[config.mk]
export PLATFORM = sky130hd
export DESIGN_NAME = nvme_admin_queue_fifo
export DESIGN_NICKNAME = d
export VERILOG_FILES = /design/src/rtl/nvme_admin_queue_fifo.sv
export SDC_FILE = /design/constraint.sdc
export NUM_CORES = 2
export LEC_CHECK = 0
export CAP_MARGIN = 20
export CELL_PAD_IN_SITES_DETAIL_PLACEMENT = 0
export CELL_PAD_IN_SITES_GLOBAL_PLACEMENT = 1
export CORE_MARGIN = 5
export CORE_UTILIZATION = 46
export CTS_CLUSTER_DIAMETER = 30
export DETAILED_ROUTE_END_ITERATION = 6
export GPL_TIMING_DRIVEN = 0
export PLACE_DENSITY_LB_ADDON = 0.1
export SLEW_MARGIN = 20
export SYNTH_ARGS = -nofsm -noshare
export SYNTH_HDL_FRONTEND = slang
export SYNTH_SLANG_ARGS = --single-unit
[constraint.sdc]
create_clock -name clk -period 27.1 [get_ports clk]
set_input_delay 5.42 -clock clk [delete_from_list [all_inputs] [get_ports clk]]
set_output_delay 5.42 -clock clk [all_outputs]
set_load 0.01 [all_outputs]
[src/rtl/nvme_admin_queue_fifo.sv]
// Single-clock admin-path FIFO with occupancy, almost-full, show-ahead read
// and sticky overflow/underflow flags. Flags are registered from next occupancy.
module nvme_admin_queue_fifo #(
  parameter int unsigned WIDTH     = 181,
  parameter int unsigned DEPTH     = 8,
  parameter int unsigned AF_THRESH = DEPTH - 2,
  parameter int unsigned SHOWAHEAD = 0,
  parameter int unsigned AW        = $clog2(DEPTH)
) (
  input  logic             clk,
  input  logic             rst,
  input  logic [WIDTH-1:0] data,
  input  logic             wrreq,
  input  logic             rdreq,
  output logic [WIDTH-1:0] q,
  output logic             rdempty,
  output logic             wrfull,
  output logic             almost_full,
  output logic [AW:0]      usedw,
  output logic             overflow_err,
  output logic             underflow_err
);

  localparam int unsigned CW = AW + 1;

  logic [WIDTH-1:0] mem [DEPTH];
  logic [AW-1:0]    wp;
  logic [AW-1:0]    rp;
  logic [AW-1:0]    wp_nxt;
  logic [AW-1:0]    rp_nxt;
  logic [AW:0]      usedw_nxt;
  logic [WIDTH-1:0] q_nxt;
  logic             wr_acc;
  logic             rd_acc;

  // Accept decisions use only registered flags, so no request-to-flag path exists.
  always_comb begin
    wr_acc    = 1'b0;
    rd_acc    = 1'b0;
    wp_nxt    = wp;
    rp_nxt    = rp;
    usedw_nxt = usedw;
    q_nxt     = q;

    wr_acc    = wrreq & ~wrfull;
    rd_acc    = rdreq & ~rdempty;
    if (wr_acc) wp_nxt = wp + AW'(1);
    if (rd_acc) rp_nxt = rp + AW'(1);
    usedw_nxt = usedw + CW'(wr_acc) - CW'(rd_acc);

    if (SHOWAHEAD != 0) begin
      // Next head may be the entry being written this cycle (FIFO becoming non-empty).
      if (usedw_nxt == CW'(0))
        q_nxt = '0;
      else if (wr_acc && (rp_nxt == wp))
        q_nxt = data;
      else
        q_nxt = mem[rp_nxt];
    end else begin
      if (rd_acc) q_nxt = mem[rp];
    end
  end

  // Pointers, occupancy, flags and read data.
  always_ff @(posedge clk) begin
    if (rst) begin
      wp            <= '0;
      rp            <= '0;
      usedw         <= '0;
      rdempty       <= 1'b1;
      wrfull        <= 1'b0;
      almost_full   <= 1'b0;
      q             <= '0;
      overflow_err  <= 1'b0;
      underflow_err <= 1'b0;
    end else begin
      wp          <= wp_nxt;
      rp          <= rp_nxt;
      usedw       <= usedw_nxt;
      rdempty     <= (usedw_nxt == CW'(0));
      wrfull      <= (usedw_nxt == CW'(DEPTH));
      almost_full <= (usedw_nxt >= CW'(AF_THRESH));
      q           <= q_nxt;
      if (wrreq && wrfull)  overflow_err  <= 1'b1;
      if (rdreq && rdempty) underflow_err <= 1'b1;
    end
  end

  // Storage is not reset; requests during reset never write.
  always_ff @(posedge clk) begin
    if (!rst && wr_acc) mem[wp] <= data;
  end

endmodule

# After elaboration in Yosys (flattened, before gate mapping)
# Memory sizes are Yosys's and may differ from the RTL's. A register that Yosys moved wholly into a read port is not among the register bits.
# Cells that the tools add are included.
# Widths: inputs -> output; s select.
[word_totals] register_bits=15 ramBits=1448 in_bits=185 out_inout_bits=190 wordCells=26 memories=1
[op_classes] addsub=4 order_cmp=1 eq_ne=1 n_mux=2 bitwise_logic=4 n_reduce_logical=5
[mem_list] name="mem" words=8 word_bits=181 rd=1 rd_ports_with_merged_regs=1 write_ports=1 line_no="26" source="logic [WIDTH-1:0] mem [DEPTH];"
[ops] op="$add 3x1->3 const B" count=2
[ops] op="$add 4x1->4" count=1
[ops] op="$eq 4x4->1 const B" count=1
[ops] op="$ge 4x3->1 const B" count=1
[ops] op="$logic_not 4->1" count=1
[ops] op="$sub 4x1->4" count=1
[ops] op="$logic_and 1x1->1" count=3
[ops] op="$and 1x1->1" count=2
[ops] op="$mux 1" count=2
[ops] op="$not 1->1" count=2
[ops] op="$logic_not 1->1" count=1

# Longest topological paths before layout
[depth] depth_word=5 ltp_mapped=11 ltp_nobuf=10

# Worst setup path before layout
# No wires, ideal clock.
[synth_timing] path_type="input port to flip-flop" start="input wrreq" end="memory mem[2][0] (enable)" setup_time_ns=1.227 t_arrival_ns=24.311 required_time_ns=25.873 setup_slack_ns=1.562 cell_stages=4 n_path_buf=1 cell_sequence="nor2b_1 clkbuf_1 nand2b_1 nor4b_1"
[synth_via] elab_chain_len=4
[synth_lines] element="start: declaration" line_no="13" source="input logic wrreq,"
[synth_lines] element="$and 1x1->1" line_no="45" source="wr_acc = wrreq & ~wrfull;"
[synth_lines] element="$logic_and 1x1->1" line_no="91" source="if (!rst && wr_acc) mem[wp] <= data;"
[synth_lines] element="$mux 1" line_no="91"
[synth_lines] element="$mux 1 (not written as such)" line_no="91"
[synth_lines] element="end: declaration" line_no="26"
# No other way between the ends.

# Final worst setup path
[layout_timing] start="input wrreq" end="memory mem[6][133] (enable)"
# The elaborated chain is that of the path after synthesis.

==> impl_metrics.yaml <==
clock_network:
  cts_tree: "built"
  cts_buffers: 358
  hold_buffers: 0
  cts-resized-gates: 0
  htree_levels: 5
  root_buffer: "clkbuf_16"
  path_clk_slew_ns: 0.05
  cts_max_path_buffers: 4
  cts_setup_buffers: 0
  clk_latency_ns: 0.92
  clkSinkCount: 1644
sta:
  fmax_mhz: 115
  hold_violations: 0
  max_slew_margin_pct: 24.8
  worstMarginPinSlew_ns: 1.13
  period_needed_ns: 8.67
  final_max_slew_viol_count: 0
  period_share_pct: 32.0
  finalSetupTns_ns: 0
  clock_skew_ns: 0.0442
  rsz0062_at_grt: "no"
  setup_viol: 0
  fin_hold_ws_ns: 0.486
power_and_ir_drop:
  peakVddDrop_v: 0.0000569
  internal-power_w: 0.00635
  pwr-share-seq_pct: 35.4
  switching_share_pct: 25.1
  p_per_area_nw_per_um2: 103
  power_frac_clock_pct: 49.9
  p_comb_share_pct: 14.8
  total_power_w: 0.00848
  leakage_nw: 28.0
  p_switching_w: 0.00213
drt:
  wire_per_inst_um: 25.4
  drc: 0
  num_vias: 35751
  ant_nets: 0
  viasPerCell: 5.39
  wl_um: 169000
  drtIter0Drc: 2793
  firstDrtPassIters: 5
critical_path:
  crit_arrival_ns: 9.27
  startpoint_type: "primary input"
  worstSetupPathType: "in2reg"
  ff2ff_setup_slack_ns: 23.23
  endpoint_kind: "register"
  crit_fanout: 7
  required_ns: 27.71
die:
  initial_utilization_pct: 46.2
  num_rows: 135
  die_y_um: 378
  design.core.area_um2: 135000
  die_x_um: 378
  die-area_um2: 143000
  io_pins: 375
synth:
  yosysUniqueCellTypes: 32
  synth_ff_type: "edfxtp_1"
  synthMostInstantiatedCell: "edfxtp_1"
  synth_top_cells_by_area: "edfxtp_1 (70%), mux2i_1 (12%), dfxtp_1 (6.3%), a22oi_1 (4.4%), nor3_2 (2.9%)"
  synth_cells: 3564
  postSynthNetCount: 3756
  yosysWarnings: 0
  syn_avg_cell_area_um2: 17.5
  synth_seq_cells: 1644
  synth_commonest_cells: "edfxtp_1 (1448), mux2i_1 (725), a22oi_1 (362), dfxtp_1 (196), nor2_1 (194)"
  synth_top_area_share_pct: 69.8
  synth_area_leader_cell: "edfxtp_1"
  ys_seq_area_share_pct: 76.1
  netlist_area_um2: 62300
  synth_enable_flop_cells: 1448
  async_flop_share_pct: 0
cells_and_area:
  fin_util_pct: 61.0
  fin_nets: 4745
  area_growth_pct: 32.2
  finalInstanceArea_um2: 82300
  drive_gt1_share_pct: 23.3
place:
  dp_hpwl_um: 111000
  io_buffers: 374
  place_area_um2: 70400
  place.gp.congestion: 0.722
outcome:
  outcome: "finished clean"
global_route:
  overflow: 0
  grt_pass1_wl_um: 243000
  grt_pass1_vias: 36340
  grt.total_usage_pct: 23.4
  grt_max_degree: 21
  grt_antenna_before_repair: 44
flow_run:
  maxCapViolations: 0
worst_hold_path:
  hold_path_class: "reg2reg"
-- power by group through the flow --
stage          clock network (W)  logic, W  registers, W
2_1_floorplan                  0  0.000704       0.00310
3_3_place_gp                   0   0.00122       0.00314
3_5_place_dp                   0   0.00126       0.00304
4_1_cts                  0.00429   0.00127       0.00300
5_1_grt                  0.00443   0.00134       0.00301
6_report                 0.00423   0.00125       0.00300
-- registers in the layout, indices dropped and copies added (netlist names) --
register,flops
usedw,4
rp,3
underflow_err,1
wp,3
rdempty,1
wrfull,1
q,181
mem,1448
overflow_err,1
almost_full,1
-- worst paths after layout --
kind | from | end | cells after the start
setup / recovery | wrreq | mem[6][133] | 14
setup reg to reg | wrfull | mem[6][133] | 13
hold reg to reg | underflow_err | underflow_err | 2
hold / removal | underflow_err | underflow_err | 2
-- layout by cell type (no fill, tap or decap), types with 2 or more instances in the layout --
master / n
a21oi_1: 186
buf_12: 12
buf_2: 209
nand2_1: 5
xor2_1: 4
buf_6: 24
inv_1: 7
dfxtp_1: 196
clkinv_4: 19
nor3_2: 183
clkbuf_4: 10
clkinvlp_4: 36
inv_4: 2
nor2b_1: 3
bufinv_16: 45
buf_1: 14
clkbuf_1: 142
nor4_2: 2
mux2i_1: 725
nand2b_1: 3
clkbuf_16: 363
clkbuf_2: 4
nor4b_2: 2
buf_4: 115
buf_16: 12
clkinv_1: 29
a22oi_1: 362
clkdlybuf4s50_1: 374
ha_1: 6
nor2_4: 3
nor2_1: 192
xnor2_1: 3
clkinv_2: 46
clkbuf_8: 16
edfxtp_1: 1448
diode_2: 23
inv_6: 18
-- per-layer routing --
metal	GRT usage (%)	up-vias	wire, um
met5	0	-	111
met4	7.34	18	3680
met3	6.88	283	13200
met2	36.1	1249	78100
met1	32.2	18008	73600
li1	-	16193	-
-- cells by family after synthesis --
family / Yosys count / share of synthesized area, %
AO/OA/AOI/OAI: 550 / 5.88
XOR/XNOR: 7 / 0.0984
adder cells (fa/ha/maj): 7 / 0.153
buffers and inverters: 233 / 1.85
flip-flops: 1644 / 76.1
multiplexers: 725 / 11.6
AND/OR/NAND/NOR: 398 / 4.29
-- cell type report --
class / count / area (um^2)
Antenna cell: 23 / 57.6
Buffer: 225 / 1130
Clock buffer: 441 / 9540
Clock inverter: 197 / 2340
Fill cell: 10014 / 52600
Inverter: 8 / 30.0
Multi-Input combinational cell: 1687 / 13800
Sequential cell: 1644 / 47400
Tap cell: 1781 / 2230
Timing Repair Buffer: 629 / 5820
-- per-stage QoR --
stage	setup slack (ns)	std cells
after floorplan	1.56	3564
final	18.43	6635
after global routing	18.20	6621
after CTS	18.47	6612
after global placement	-21.85	5719
after detailed placement	17.50	5974
-- worst max-delay path, stage by stage --
cell and delay, ns:
clkdlybuf4s50_1 0.63, nor2b_1 0.17, clkbuf_1 0.28, nand2_1 0.23, nor4b_2 0.67, buf_2 0.34
buf_2 0.25, buf_4 0.19, buf_2 0.19, buf_4 0.18, buf_4 0.17, buf_4 0.18
buf_2 0.17, buf_4 0.17
No activity file was read; power rests on OpenSTA's default activity.
